File: src/rtl/elevator_pkg.sv
// Shared definitions for the elevator request-side logic.
//   N_FLOORS_DEFAULT : default floor count / one-hot bus width
//   state_t          : scheduler FSM states
//   FLOOR1..FLOOR5   : one-hot floor codes for the default building
//   is_onehot        : true when exactly one bit of the vector is set
package elevator_pkg;

  localparam int N_FLOORS_DEFAULT = 5;

  // Widest floor bus is_onehot accepts; narrower buses are zero-extended.
  localparam int MAX_FLOORS = 32;

  typedef enum logic [1:0] {
    IDLE   = 2'd0,
    MOVING = 2'd1,
    DWELL  = 2'd2
  } state_t;

  localparam logic [N_FLOORS_DEFAULT-1:0] FLOOR1 = 5'b00001;
  localparam logic [N_FLOORS_DEFAULT-1:0] FLOOR2 = 5'b00010;
  localparam logic [N_FLOORS_DEFAULT-1:0] FLOOR3 = 5'b00100;
  localparam logic [N_FLOORS_DEFAULT-1:0] FLOOR4 = 5'b01000;
  localparam logic [N_FLOORS_DEFAULT-1:0] FLOOR5 = 5'b10000;

  function automatic logic is_onehot(input logic [MAX_FLOORS-1:0] v);
    return ($countones(v) == 1);
  endfunction

endpackage

File: src/rtl/call_selector.sv
// Combinational SCAN pick of the next target floor.
//   pending    : latched outstanding calls, bit i = floor i+1
//   cur_floor  : one-hot current floor
//   dir_up     : current scan direction, 1 = up
//   sel_onehot : chosen floor (one-hot), zero when nothing to serve
//   sel_dir_up : scan direction after this pick
//   sel_valid  : a floor was chosen
module call_selector
  import elevator_pkg::*;
#(
  parameter int N_FLOORS = N_FLOORS_DEFAULT
) (
  input  logic [N_FLOORS-1:0] pending,
  input  logic [N_FLOORS-1:0] cur_floor,
  input  logic                dir_up,
  output logic [N_FLOORS-1:0] sel_onehot,
  output logic                sel_dir_up,
  output logic                sel_valid
);

  logic [N_FLOORS-1:0] below_mask;
  logic [N_FLOORS-1:0] above_mask;
  logic [N_FLOORS-1:0] hit;
  logic [N_FLOORS-1:0] up_cand;
  logic [N_FLOORS-1:0] dn_cand;
  logic [N_FLOORS-1:0] up_pick;
  logic [N_FLOORS-1:0] dn_pick;

  // For a one-hot floor, subtracting one yields every bit below it.
  assign below_mask = cur_floor - N_FLOORS'(1);
  assign above_mask = ~(below_mask | cur_floor);

  assign hit     = pending & cur_floor;
  assign up_cand = pending & above_mask;
  assign dn_cand = pending & below_mask;

  // Nearest call above is the lowest set bit: x & -x isolates it.
  assign up_pick = up_cand & (~up_cand + N_FLOORS'(1));

  // Nearest call below is the highest set bit.
  always_comb begin
    dn_pick = '0;
    for (int i = 0; i < N_FLOORS; i++) begin
      if (dn_cand[i]) begin
        dn_pick    = '0;
        dn_pick[i] = 1'b1;
      end
    end
  end

  always_comb begin
    sel_onehot = '0;
    sel_dir_up = dir_up;
    if (|hit) begin
      sel_onehot = hit;
    end else if (dir_up) begin
      if (|up_cand) begin
        sel_onehot = up_pick;
      end else if (|dn_cand) begin
        sel_onehot = dn_pick;
        sel_dir_up = 1'b0;
      end
    end else begin
      if (|dn_cand) begin
        sel_onehot = dn_pick;
      end else if (|up_cand) begin
        sel_onehot = up_pick;
        sel_dir_up = 1'b1;
      end
    end
  end

  assign sel_valid = |sel_onehot;

endmodule

File: src/rtl/floor_call_scheduler.sv
// Latches hall/car call buttons, picks the next target floor with a SCAN
// policy and times the door-open dwell at each stop.
//   clk       : system clock
//   rst_n     : asynchronous active-low reset
//   call_btn  : raw asynchronous pushbuttons, bit i = floor i+1
//   cur_floor : one-hot current floor from the floor tracker
//   arrive    : high while the car is at its target (door logic strobe)
//   target    : one-hot selected floor, zero when idle
//   pending   : latched outstanding calls
//   door_open : high during dwell
//   dir_up    : current scan direction, 1 = up
//   busy      : high in MOVING or DWELL
//   err       : registered flag, cur_floor not exactly one-hot
//
// state  | meaning
// IDLE   | no target; dispatches the next pick when calls are pending
// MOVING | target held, waiting for the arrival strobe
// DWELL  | door open, dwell counter running down to zero
module floor_call_scheduler
  import elevator_pkg::*;
#(
  parameter int N_FLOORS     = N_FLOORS_DEFAULT,
  parameter int DWELL_CYCLES = 50000000,
  parameter int CNT_W        = 26,
  parameter int SYNC_STAGES  = 2
) (
  input  logic                clk,
  input  logic                rst_n,
  input  logic [N_FLOORS-1:0] call_btn,
  input  logic [N_FLOORS-1:0] cur_floor,
  input  logic                arrive,
  output logic [N_FLOORS-1:0] target,
  output logic [N_FLOORS-1:0] pending,
  output logic                door_open,
  output logic                dir_up,
  output logic                busy,
  output logic                err
);

  localparam logic [CNT_W-1:0] DWELL_LOAD = CNT_W'(DWELL_CYCLES - 1);

  state_t state_q;
  state_t state_d;

  logic [SYNC_STAGES-1:0][N_FLOORS-1:0] sync_q;
  logic [N_FLOORS-1:0] btn_prev;
  logic [N_FLOORS-1:0] rise;
  logic [N_FLOORS-1:0] latch_mask;
  logic [N_FLOORS-1:0] pending_q;
  logic [N_FLOORS-1:0] pending_d;
  logic [N_FLOORS-1:0] target_q;
  logic                dir_up_q;
  logic                err_q;
  logic [CNT_W-1:0]    cnt_q;

  logic [N_FLOORS-1:0] sel_onehot;
  logic                sel_dir_up;
  logic                sel_valid;

  logic cur_ok;
  logic dispatch;
  logic do_arrive;
  logic reload;
  logic dwell_done;

  // Button synchronizer plus the previous-value register for edge detect.
  always_ff @(posedge clk or negedge rst_n) begin
    if (!rst_n) begin
      sync_q   <= '0;
      btn_prev <= '0;
    end else begin
      sync_q[0] <= call_btn;
      for (int i = 1; i < SYNC_STAGES; i++) begin
        sync_q[i] <= sync_q[i-1];
      end
      btn_prev <= sync_q[SYNC_STAGES-1];
    end
  end

  assign rise = sync_q[SYNC_STAGES-1] & ~btn_prev;

  assign cur_ok = is_onehot(MAX_FLOORS'(cur_floor));

  call_selector #(
    .N_FLOORS (N_FLOORS)
  ) u_call_selector (
    .pending    (pending_q),
    .cur_floor  (cur_floor),
    .dir_up     (dir_up_q),
    .sel_onehot (sel_onehot),
    .sel_dir_up (sel_dir_up),
    .sel_valid  (sel_valid)
  );

  always_ff @(posedge clk or negedge rst_n) begin
    if (!rst_n) begin
      state_q <= IDLE;
    end else begin
      state_q <= state_d;
    end
  end

  // cur_ok also gates dispatch so a floor bus that just went bad cannot
  // slip a dispatch through in the cycle before err registers it.
  always_comb begin
    state_d    = state_q;
    dispatch   = 1'b0;
    do_arrive  = 1'b0;
    reload     = 1'b0;
    dwell_done = 1'b0;
    case (state_q)
      IDLE: begin
        if (sel_valid && cur_ok && !err_q) begin
          dispatch = 1'b1;
          state_d  = MOVING;
        end
      end
      MOVING: begin
        if (arrive && !err_q) begin
          do_arrive = 1'b1;
          state_d   = DWELL;
        end
      end
      DWELL: begin
        if (|(rise & cur_floor)) begin
          reload = 1'b1;
        end else if (cnt_q == '0) begin
          dwell_done = 1'b1;
          state_d    = IDLE;
        end
      end
      default: state_d = IDLE;
    endcase
  end

  always_comb begin
    busy      = (state_q != IDLE);
    door_open = (state_q == DWELL);
  end

  // A press at the open-door floor only extends the dwell; an arrival clear
  // beats a same-cycle press of that floor.
  always_comb begin
    latch_mask = rise;
    if (state_q == DWELL) begin
      latch_mask = rise & ~cur_floor;
    end
    pending_d = pending_q | latch_mask;
    if (do_arrive) begin
      pending_d = pending_d & ~cur_floor;
    end
  end

  always_ff @(posedge clk or negedge rst_n) begin
    if (!rst_n) begin
      pending_q <= '0;
      target_q  <= '0;
      dir_up_q  <= 1'b1;
      err_q     <= 1'b0;
      cnt_q     <= '0;
    end else begin
      pending_q <= pending_d;
      err_q     <= ~cur_ok;
      if (dispatch) begin
        target_q <= sel_onehot;
        dir_up_q <= sel_dir_up;
      end else if (dwell_done) begin
        target_q <= '0;
      end
      if (do_arrive || reload) begin
        cnt_q <= DWELL_LOAD;
      end else if ((state_q == DWELL) && (cnt_q != '0)) begin
        cnt_q <= cnt_q - CNT_W'(1);
      end
    end
  end

  assign target  = target_q;
  assign pending = pending_q;
  assign dir_up  = dir_up_q;
  assign err     = err_q;

endmodule

File: config.mk
export PLATFORM = sky130hd
export DESIGN_NAME = floor_call_scheduler
export DESIGN_NICKNAME = d
export VERILOG_FILES = /design/src/rtl/elevator_pkg.sv /design/src/rtl/call_selector.sv /design/src/rtl/floor_call_scheduler.sv
export SDC_FILE = /design/constraint.sdc
export NUM_CORES = 1
export LEC_CHECK = 0
export BUFFER_PORTS_ARGS = -buffer_cell sky130_fd_sc_hd__buf_2
export CAP_MARGIN = 20
export CORE_ASPECT_RATIO = 0.5
export CORE_MARGIN = 4
export CORE_UTILIZATION = 30
export DETAILED_ROUTE_END_ITERATION = 16
export MAX_ROUTING_LAYER = met4
export SYNTH_ARGS = -nofsm -noshare
export SYNTH_HDL_FRONTEND = slang
export SYNTH_HIERARCHICAL = 1
export SYNTH_SLANG_ARGS = --single-unit
File: constraint.sdc
create_clock -name clk -period 5.6 [get_ports clk]
set_clock_uncertainty 0.1 [all_clocks]
set_input_delay 1.12 -clock clk [delete_from_list [all_inputs] [get_ports clk]]
set_output_delay 1.12 -clock clk [all_outputs]
set_load 0.005 [all_outputs]
* Yosys cells after proc, flatten, opt, wreduce, memory -nomap -nowiden
Index checks and enable logic that the tools add are counted.
Word-level totals: register bits 55, bits of input ports 13, output and inout port bits 14, logic and storage cells 94
Operators by class: add/subtract/negate cells 7, equal/unequal tests 7, mux-type cells 36, bitwise gates (word level) 16, reduce and logical (&&, ||, !) cells 19
Operators with widths (number):
- $mux W5 | 11
- $mux W26 | 2
- $and A5 B5 Y5 | 8
- $logic_not A26 Y1 | 1
- $reduce_bool A26 Y1 | 1
- $sub A26 B1 Y26 const B | 1
- $reduce_or A5 Y1 | 5
- $not A5 Y5 | 4
- $mux W1 | 15
- $mux W2 | 5
- $or A5 B5 Y5 | 2
- $ne A2 B2 Y1 const B | 3
- $pmux W2 S3 | 1
- $reduce_bool A2 Y1 | 3
- $add A5 B1 Y5 const B | 1
- $sub A5 B1 Y5 const B | 1
- $add A1 B1 Y2 | 2
- $add A3 B1 Y4 | 1
- $eq A4 B1 Y1 const B | 1
- $logic_and A1 B1 Y1 | 4
- $mux W4 | 1
- $reduce_and A4 Y1 | 1
- $add A2 B2 Y3 | 1
- $mux W3 | 1
- other kinds (8) | 9

* Longest topological paths before layout
Gate-level depths: netlist (run 1).
word-level depth 17, gate-level depth with buffers 13, depth with buffers taken out 13

* Cells and area by module
Netlist (run 1), hierarchy kept.
Modules (own cells, without submodules):
- floor_call_scheduler | instances 1, cells an instance 243, area each 2596.2 um^2
- call_selector | instances 1, cells an instance 61, area each 390.4 um^2

* Worst setup path before layout (run 1)
OpenSTA, ideal clock, no wires.
kind input to register, start input cur_floor[0], end register dir_up_q (netlist: dir_up), library setup time 82 ps, data arrival time 3838 ps, required time 5418 ps, slack 1580 ps, cell stages on the path 11, path buffers 0, path through inv_1 ha_1 nand3_1 ha_1 a222oi_1 a31oi_1 o311ai_1 or4_1 or3b_2 nor2_1 mux2_2
Between the ends: longest elaborated chain between the ends 17, elaborated cells on any way between the ends 39
Ends and longest elaborated chain:
- from (decl) | RTL line floor_call_scheduler.sv:30 | input logic [N_FLOORS-1:0] cur_floor,
- $sub A5 B1 Y5 | RTL line call_selector.sv:30 | assign below_mask = cur_floor - N_FLOORS'(1);
- $or A5 B5 Y5 | RTL line call_selector.sv:31 | assign above_mask = ~(below_mask | cur_floor);
- $not A5 Y5 | RTL line call_selector.sv:31
- $and A5 B5 Y5 | RTL line call_selector.sv:34 | assign up_cand = pending & above_mask;
- $not A5 Y5 | RTL line call_selector.sv:38 | assign up_pick = up_cand & (~up_cand + N_FLOORS'(1));
- $add A5 B1 Y5 | RTL line call_selector.sv:38
- $and A5 B5 Y5 | RTL line call_selector.sv:38
- $mux W5 | RTL line call_selector.sv:66 | end else if (|up_cand) begin
- (+2 left out)
- $mux W5 (*) | RTL line call_selector.sv:54 | if (|hit) begin
- via sel_onehot[3] | RTL line floor_call_scheduler.sv:56 | logic [N_FLOORS-1:0] sel_onehot;
- $reduce_or A5 Y1 (*) | RTL line call_selector.sv:73 | assign sel_valid = |sel_onehot;
- via sel_valid | RTL line floor_call_scheduler.sv:58 | logic sel_valid;
- $logic_and A1 B1 Y1 (*) (2 in a row) | RTL line floor_call_scheduler.sv:113 | if (sel_valid && cur_ok && !err_q) begin
- $mux W1 (*) | RTL line floor_call_scheduler.sv:113
- $mux W1 (*) | RTL line floor_call_scheduler.sv:111 | case (state_q)
- $reduce_and A2 Y1 (no source line) (*)
- to (signal assigned) | RTL line floor_call_scheduler.sv:166 | dir_up_q <= sel_dir_up;
- to (decl) | RTL line floor_call_scheduler.sv:52 | logic dir_up_q;
The timed path passes the listed nets; every way through them passes the cells marked *. A chain may end at the register's enable or synchronous reset.

* Final worst setup path (run 1)
start input cur_floor[1], end register dir_up_q (netlist: dir_up)
The elaborated chain is that of the path after synthesis.

==> results.toml, run 1 <==
[outcome]
outcome = "complete, no violations"

[setup_path]
crit_required_ps = 5720
crit_path_max_fanout = 7
cp.arrival_ps = 4450
critPathLaunchType = "primary input"
ff2ff_path_depth = 8
crit_type = "in -> reg"
cp-end-kind = "flip-flop"
reg2reg_slack_ps = 2310

[global_routing]
grt-ovfl-total = 0
grt_pass1_wl_mm = 11.76
antenna_found_initial = 0
gr-usage-all-layers_pct = 12.49
grt_max_degree = 56
grt_pass1_vias = 2457

[routing]
drtIter0Drc = 185
met1_length_mm = 3.236
viasPerCell = 5.175
dr_wl_met2_mm = 3.029
wl_mm = 6.707
met3_length_um = 373
routed.top_layer = "met4"
ant_nets = 0
drcViolationCount = 0
num_vias = 2427
wl_per_cell_um = 14.30
firstDrtPassIters = 4

[power_and_ir_drop]
power_switching_mw = 0.3649
leakagePower_nw = 1.338
ir_drop_mv = 0.1151
power_frac_clock_pct = 26.7
seqPwrFrac_pct = 48.7
power.share.combinational_pct = 24.6
p_int_mw = 0.7657
power.density_nw_per_um2 = 332.1
swShare_pct = 32.28

[yosys]
synth_top_cell_by_area = "dfrtp_1"
yosys_warnings = 6
synth_common_cells = "dfrtp_1, nand2_1, nor2_1, inv_1, a21oi_1"
synthFlopType = "dfrtp_1"
syn-cell-area_sq_um = 2987
yosys.area_share.simple_pct = 25.39
synth_top_family_by_area = "simple AND/OR/NAND/NOR gates"
netlist_instances = 304
synth.top_cells.by_area = "dfrtp_1, nand2_1, ha_1, a21oi_1, nor2_1"
yosys.area_share.adder_pct = 4.273
synth_compound_area_share_pct = 15.25
synth-edff-count = 0
synth.mux.area_fraction_pct = 1.047
async_reset_ff_share_pct = 100.0
synth-seq-cells = 55
syn_area_per_cell_sq_um = 9.824
synthesis.nets = 326
yosysMostFrequentCell = "dfrtp_1"
synth_top_area_share_pct = 45.25
ys_types = 58
ys_seq_area_share_pct = 46.12
synthXorXnorAreaFrac_pct = 4.399

[clock_network]
cts_sinks = 55
ctsHoldBuffers = 0
cts_tree = "done"
numCtsBuffers = 5
clock_path_buffers = 2
clkLatencyLatePin_ps = 290
cts-root-buf = "clkbuf_16"
cts_max_level = 2
cts.clk_slew.worst_paths_ps = 70
cts_resized = 0
post_cts_buffers = 0

[run]
cap_violations = 0

[timing]
fmax_mhz = 230.9
setup_viol = 0
rsz0062_at_grt = "false"
relSlewSlack_pct = 35.09
fin_crit_sh_pct = 77.34
hold_viol_final = 0
drv_slew = 0
min_period_ps = 4331
fin_tns_setup_ps = 0
tightest_slew_ps = 971.2

[finish]
nets = 355
final_layout_size_suffix_gt1_share_pct = 14.07
antenna_cells = 0
final_area_sq_um = 3405
syn2layout_area_growth_pct = 13.99

[floorplanning]
row_count = 25
design.die.area_sq_um = 11710
start_util_pct = 31.20
ios = 27
core_sq_um = 9572
die_y_um = 78.56
die_w_um = 149.1

[worst_hold_path]
hold_depth = 0
hp-class = "reg -> reg"

[placed_design]
place_area_sq_um = 3267
port_buffers = 26
gp_routability_congestion = 0.9019
place.detailed.hpwl_mm = 4.819
-- state kept, by name, indices dropped and copies added (netlist names) --
register  cells
btn_prev      5
target        5
dir_up        1
err           1
pending       5
cnt_q        26
sync_q       10
state_q       2
-- worst paths after layout --
kind                               from        end
setup / recovery           cur_floor[1]     dir_up
hold / removal                sync_q[1]  sync_q[6]
setup reg to reg             pending[2]     dir_up
hold reg to reg               sync_q[1]  sync_q[6]
max in group asynchronous         rst_n  target[3]
min in group asynchronous         rst_n   cnt_q[5]
-- layer usage --
layer  track usage [%]  up-vias
met5                 -        -
met4             2.922        0
met3             2.884        7
met2             19.65       66
met1             16.50     1190
li1                  -     1164
-- cells by family (layout without fill, tap and decap cells) --
kind of cell	count (synthesis)	after routing
xor gates and xnor gates	15	15
buffers and inverters	26	56
DFF	55	55
muxes	3	3
AOI/OAI and AO/OA	67	67
and+or+nand+nor	129	129
adders and majority gates	9	9
-- placed cells by master, fill, tap and decap left out, types with 3 or more instances in the layout --
cell and instances:
nand3_1 10, xor2_1 8, clkbuf_16 5, dfrtp_1 54, ha_1 7, nor4_1 3, nand2b_1 7, nand2_1 28
inv_1 20, a21o_1 3, a211oi_1 3, and2_1 4, or4_1 4, a22o_1 6, nand4_1 9, and3_1 5
o21ai_1 3, nor2_1 21, a22oi_1 3, nor3_1 7, nand3b_1 3, o31ai_1 4, nor2b_1 4, xnor2_1 7
or2_2 3, a21oi_1 16, o21ai_0 11, or3_1 6, o211ai_1 5, buf_2 26
-- critical path, stage by stage --
cell	delay, ps
buf_2	140
inv_1	110
ha_1	180
nand3_1	70
ha_1	290
a222oi_1	560
a31oi_1	240
o311ai_1	380
or4_1	180
or3b_2	470
nor2_1	320
mux2_2	380
-- power groups by stage --
stage	registers (mW)	clock network, mW	logic (mW)
after floorplan	0.539	0	0.191
after global placement	0.558	0	0.282
after detailed placement	0.557	0	0.281
after CTS	0.550	0.310	0.283
after global routing	0.563	0.330	0.317
final	0.551	0.302	0.278
-- through the flow --
stage          util [%]  instances  hold WS, ps  total power [mW]  worst slack, ps
2_1_floorplan         -        304        231.2            0.7302             1580
3_3_place_gp      34.13        461        236.2            0.8403             1125
3_5_place_dp      34.13        461        240.1            0.8387             1074
4_1_cts           35.57        469        255.5             1.143             1349
5_1_grt           35.57        469        268.5             1.210             1046
6_report          35.57        469        252.8             1.131             1269
-- final cells by class --
type	instances	area [sq um]
Clock buffer	7	132.6
Clock inverter	1	5.005
Fill cell	989	6167
Inverter	21	78.83
Multi-Input combinational cell	223	1504
Sequential cell	55	1378
Tap cell	135	168.9
Timing Repair Buffer	27	137.6
No activity file was read; power rests on OpenSTA's default activity.
==> run 2: changes to the inputs <==
==> constraint.sdc (replaced) <==
create_clock -name clk -period 4.5 [get_ports clk]
set_clock_uncertainty 0.1 [all_clocks]
set_input_delay 0.9 -clock clk [delete_from_list [all_inputs] [get_ports clk]]
set_output_delay 0.9 -clock clk [all_outputs]
set_load 0.005 [all_outputs]
==> run 2 against run 1 <==
Net effect:
- critical path type unchanged
- final cell count is 0.21% higher
- first-iteration DRC count shrank 41%
- combinational power is 27% higher
- hold slack worse by 5.2 ps
- critical endpoint is now target[0]
- register-to-register slack lost 1000 ps
- wire length grew 3.7%
- die area unchanged
- highest routed layer unchanged
==> results.toml, run 2 (synthesis gave the netlist of run 1 again) <==
[finish]
final_layout_size_suffix_gt1_share_pct = 14.63
antenna_cells = 0
nets = 356
multiInputGateArea_sq_um = 1504
most-common-layout-cells = "dfrtp_1, nand2_1, buf_2"
largest_reg_flops = 26
top_regs = "cnt_q (26), sync_q (10)"
nFillCells = 982
syn2layout_area_growth_pct = 14.58
largest_register = "cnt_q"
layout_commonest_cell = "dfrtp_1"
final_area_sq_um = 3422
seq_area_sq_um = 1378

[routing]
num_vias = 2397
wl_per_cell_um = 14.79
ant_nets = 0
drcViolationCount = 0
drtIter0Drc = 110
wl_mm = 6.952
firstDrtPassIters = 4
viasPerCell = 5.100

[clock_network]
cts_tree = "done"
post_cts_buffers = 0
clock_path_buffers = 2
cts_max_level = 2
cts_sinks = 55
cts.clk_slew.worst_paths_ps = 70
cts_resized = 0
numCtsBuffers = 5
ctsHoldBuffers = 0
cts-root-buf = "clkbuf_16"
clkLatencyLatePin_ps = 290

[timing]
hold_viol_final = 0
setup_viol = 0
rsz0062_at_grt = "false"
fin_crit_sh_pct = 88.09
fin_tns_setup_ps = 0
whs_ps = 247.6
relSlewSlack_pct = 36.20
drv_slew = 0
min_period_ps = 3964
fmax_mhz = 252.3
tightest_slew_ps = 957.0

[setup_path]
slowest_stage = "a222oi_1"
crit_type = "in -> reg"
critPathLaunchType = "primary input"
crit_required_ps = 4590
crit_path_max_fanout = 7
cp-end-kind = "flip-flop"
critPathMaxStageDelay_ps = 560
crit_path_frequent_cell = "ha_1"
crit_chain = "buf_2, inv_1, ha_1, nand3_1, ha_1, a222oi_1, a31oi_1, o311ai_1, or4_1, or3b_2, nand2b_1, a21o_1, a22o_1"
cp.arrival_ps = 4050

[placed_design]
place.detailed.hpwl_mm = 5.033
port_buffers = 26
place_area_sq_um = 3274
gp_routability_congestion = 0.9010

[global_routing]
grt_pass1_wl_mm = 12.33
use_met2_pct = 20.91
use_met3_pct = 2.941
gr-usage-all-layers_pct = 13.36
top_usage_layer = "met2"
antenna_found_initial = 0
grt-ovfl-total = 0
grt_pass1_vias = 2535
met1_usage_pct = 17.32
grt_max_degree = 29

[power_and_ir_drop]
power.density_nw_per_um2 = 418.7
ir_drop_mv = 0.1503
leakagePower_nw = 1.349
power.total_mw = 1.433

[floorplanning]
die_y_um = 78.56
core_sq_um = 9572
start_util_pct = 31.20
ios = 27
design.die.area_sq_um = 11710
row_count = 25
die_w_um = 149.1

[outcome]
outcome = "complete, no violations"

[worst_hold_path]
hp-class = "reg -> reg"

[run]
cap_violations = 0
-- run 2: per-stage QoR --
step           worst slack [ps]  util (%)  std cells
2_1_floorplan             699.7         -        304
3_3_place_gp              324.7     34.21        462
3_5_place_dp              273.9     34.21        462
4_1_cts                   570.7     35.75        470
5_1_grt                   345.8     35.75        470
6_report                  536.0     35.75        470
-- run 2: report_power, final --
part           switching [mW]  internal [mW]  leakage [nW]
Combinational           0.194          0.161         0.674
Clock                   0.171          0.221        0.0739
Sequential             0.0990          0.587         0.602
Total                   0.464          0.969          1.35
-- run 2: critical path: cells and delay by family --
family / cells / cell delay (ps)
AOI/OAI and AO/OA: 5 / 1560
and+or+nand+nor: 4 / 860
adders and majority gates: 2 / 460
buffers and inverters: 2 / 260
-- run 2: worst paths after layout --
kind                               from   endpoint  slack, ps  cells after the start
max                        cur_floor[1]  target[0]        540                     13
min                           sync_q[1]  sync_q[6]        250                      0
max reg2reg                  pending[2]  target[0]       1310                      9
min reg2reg                   sync_q[1]  sync_q[6]        250                      0
max in group asynchronous         rst_n     dir_up       2920                      2
min in group asynchronous         rst_n   cnt_q[6]        530                      1
-- run 2: cell type report --
| type | count | area share (%) |
|---|---|---|
| multi-input combinational | 223 | 43.95 |
| sequential | 55 | 40.26 |
| tap | 135 | 4.936 |
| timing repair buffer | 28 | 4.241 |
| clock buffer | 7 | 4.168 |
| inverter | 21 | 2.303 |
| clock inverter | 1 | 0.1463 |
-- run 2: metal layers --
layer,up-vias,part of all wire (%),wire length [um]
met3,7,5.0,350
met2,54,45,3152
met1,1163,48,3361
met5,-,0,0
li1,1173,-,-
met4,0,1.3,88
==> run 3: changes to the inputs <==
--- a/config.mk
+++ b/config.mk
@@ -9,9 +9,10 @@
 export CAP_MARGIN = 20
 export CORE_ASPECT_RATIO = 0.5
 export CORE_MARGIN = 4
-export CORE_UTILIZATION = 30
+export CORE_UTILIZATION = 55
 export DETAILED_ROUTE_END_ITERATION = 16
 export MAX_ROUTING_LAYER = met4
+export PLACE_DENSITY = 0.75
 export SYNTH_ARGS = -nofsm -noshare
 export SYNTH_HDL_FRONTEND = slang
 export SYNTH_HIERARCHICAL = 1
==> run 3 against run 2 <==
Net effect:
- die area decreased by 42%
- utilization increased by 29 points
- sequential share of layout area increased by 1.6 points
- count of clock-buffer cells in the layout stayed put
- via count grew 2.0%
- power fell by 6.7%
- highest routed layer unchanged
- sequential power fell by 0.6%
- register-to-register slack worse by 110 ps
- largest power group unchanged
==> results.toml, run 3 (synthesis gave the netlist of run 1 again) <==
[clock_network]
cts_sinks = 55
post_cts_buffers = 0
numCtsBuffers = 5
cts.clk_slew.worst_paths_ps = 100
ctsHoldBuffers = 0
cts_tree = "done"
cts_max_level = 2
cts-root-buf = "clkbuf_8"
clock_path_buffers = 2
clkLatencyLatePin_ps = 310
cts_resized = 0

[timing]
min_period_ps = 4046
relSlewSlack_pct = 39.03
setup_viol = 0
fin_crit_sh_pct = 89.92
drv_slew = 0
fin_tns_setup_ps = 0
tightest_slew_ps = 912.1
fmax_mhz = 247.1
rsz0062_at_grt = "false"
hold_viol_final = 0

[routing]
wl_per_cell_um = 16.55
wl_mm = 6.685
drcViolationCount = 0
drtIter0Drc = 165
ant_nets = 0
firstDrtPassIters = 7
num_vias = 2445
viasPerCell = 6.052

[setup_path]
slowest_stage = "a222oi_1"
crit_required_ps = 4640
crit_type = "in -> reg"
crit_path_max_fanout = 7
crit_chain = "buf_2, inv_1, ha_1, nand3_1, ha_1, a222oi_1, a31oi_1, o311ai_1, or4_1, or3b_2, nor2_1, mux2_2"
critPathLaunchType = "primary input"
reg2reg_slack_ps = 1200
cp-end-kind = "flip-flop"
crit_path_frequent_cell = "ha_1"
cp.arrival_ps = 4190
critPathMaxStageDelay_ps = 520

[finish]
antenna_cells = 0
final_layout_size_suffix_gt1_share_pct = 14.67
final_area_sq_um = 3289
largest_reg_flops = 26
nets = 355
syn2layout_area_growth_pct = 10.14
largest_register = "cnt_q"
most-common-layout-cells = "dfrtp_1, nand2_1, buf_2"
layout_commonest_cell = "dfrtp_1"
nFillCells = 441
top_regs = "cnt_q (26), sync_q (10)"

[power_and_ir_drop]
swShare_pct = 33.73
power_switching_mw = 0.4511
power.share.combinational_pct = 26.4
power.density_nw_per_um2 = 406.5
seqPwrFrac_pct = 51.0
ir_drop_mv = 0.1829
leakagePower_nw = 1.321
power_frac_clock_pct = 22.6
p_int_mw = 0.8860

[floorplanning]
core_sq_um = 5090
die_w_um = 112.2
start_util_pct = 58.68
ios = 27
design.die.area_sq_um = 6745
row_count = 18
die_y_um = 60.11

[global_routing]
grt-ovfl-total = 0
antenna_found_initial = 0
met1_usage_pct = 28.76
grt_pass1_vias = 2527
top_usage_layer = "met2"
gr-usage-all-layers_pct = 22.36
grt_pass1_wl_mm = 11.81
use_met3_pct = 5.056
use_met2_pct = 36.92
grt_max_degree = 56

[placed_design]
place.detailed.hpwl_mm = 4.793
gp_routability_congestion = 0.8675
port_buffers = 26
place_area_sq_um = 3186

[run]
cap_violations = 0

[outcome]
outcome = "complete, no violations"

[worst_hold_path]
hp-class = "reg -> reg"
run 3: changes by cell type in the layout (fill, tap and decap cells not counted), sizes merged:
cell	before	now
clkinvlp	0	1
buf	28	27
clkinv	2	1
run 3: path summary, 6_finish.rpt:
check | startpoint | endpoint | depth (start not counted)
max | cur_floor[1] | dir_up | 12
min | sync_q[2] | sync_q[7] | 0
max reg2reg | pending[2] | dir_up | 8
min reg2reg | sync_q[2] | sync_q[7] | 0
max in group asynchronous | rst_n | cnt_q[25] | 2
min in group asynchronous | rst_n | cnt_q[21] | 2
run 3: layout make-up:
class	instances	area, sq um	area share, %
multi-input cells	223	1504	45.72
repair buffers	27	137.6	4.184
clock inverters	1	7.507	0.2282
inverters	21	78.83	2.396
flip-flops and latches	55	1378	41.88
well taps	70	87.58	2.663
clock buffers	7	96.34	2.929
run 3: power by group through the flow:
stage                     logic [mW]  clock network, mW  registers, mW
after floorplan                0.238                  0          0.671
after global placement         0.339                  0          0.686
after detailed placement       0.351                  0          0.690
after CTS                      0.353              0.309          0.680
after global routing           0.401              0.333          0.699
final                          0.353              0.302          0.682
run 3: stage by stage:
stage          utilization, %  hold WS (ps)  std cells  power, mW  worst slack (ps)
5_1_grt                 64.63         270.3        404      1.432             218.2
6_report                64.63         251.1        404      1.337             453.7
3_3_place_gp            62.59         231.7        396      1.025             282.5
4_1_cts                 64.63         258.8        404      1.343             492.8
2_1_floorplan               -         231.2        304     0.9086             699.7
3_5_place_dp            62.59         237.0        396      1.041             172.2
run 3: critical path, delay by kind of cell:
family,cells,cell delay (ps)
compound gates,3,1100
simple gates,4,1060
fa+ha+maj,2,480
mux,1,380
buf+inv,2,260
run 3: metal layers:
metal  part of all wire, %  vias up
met3                   6.0        4
met5                     0        -
met2                    46       68
met4                  0.37        0
li1                      -     1170
met1                    47     1203
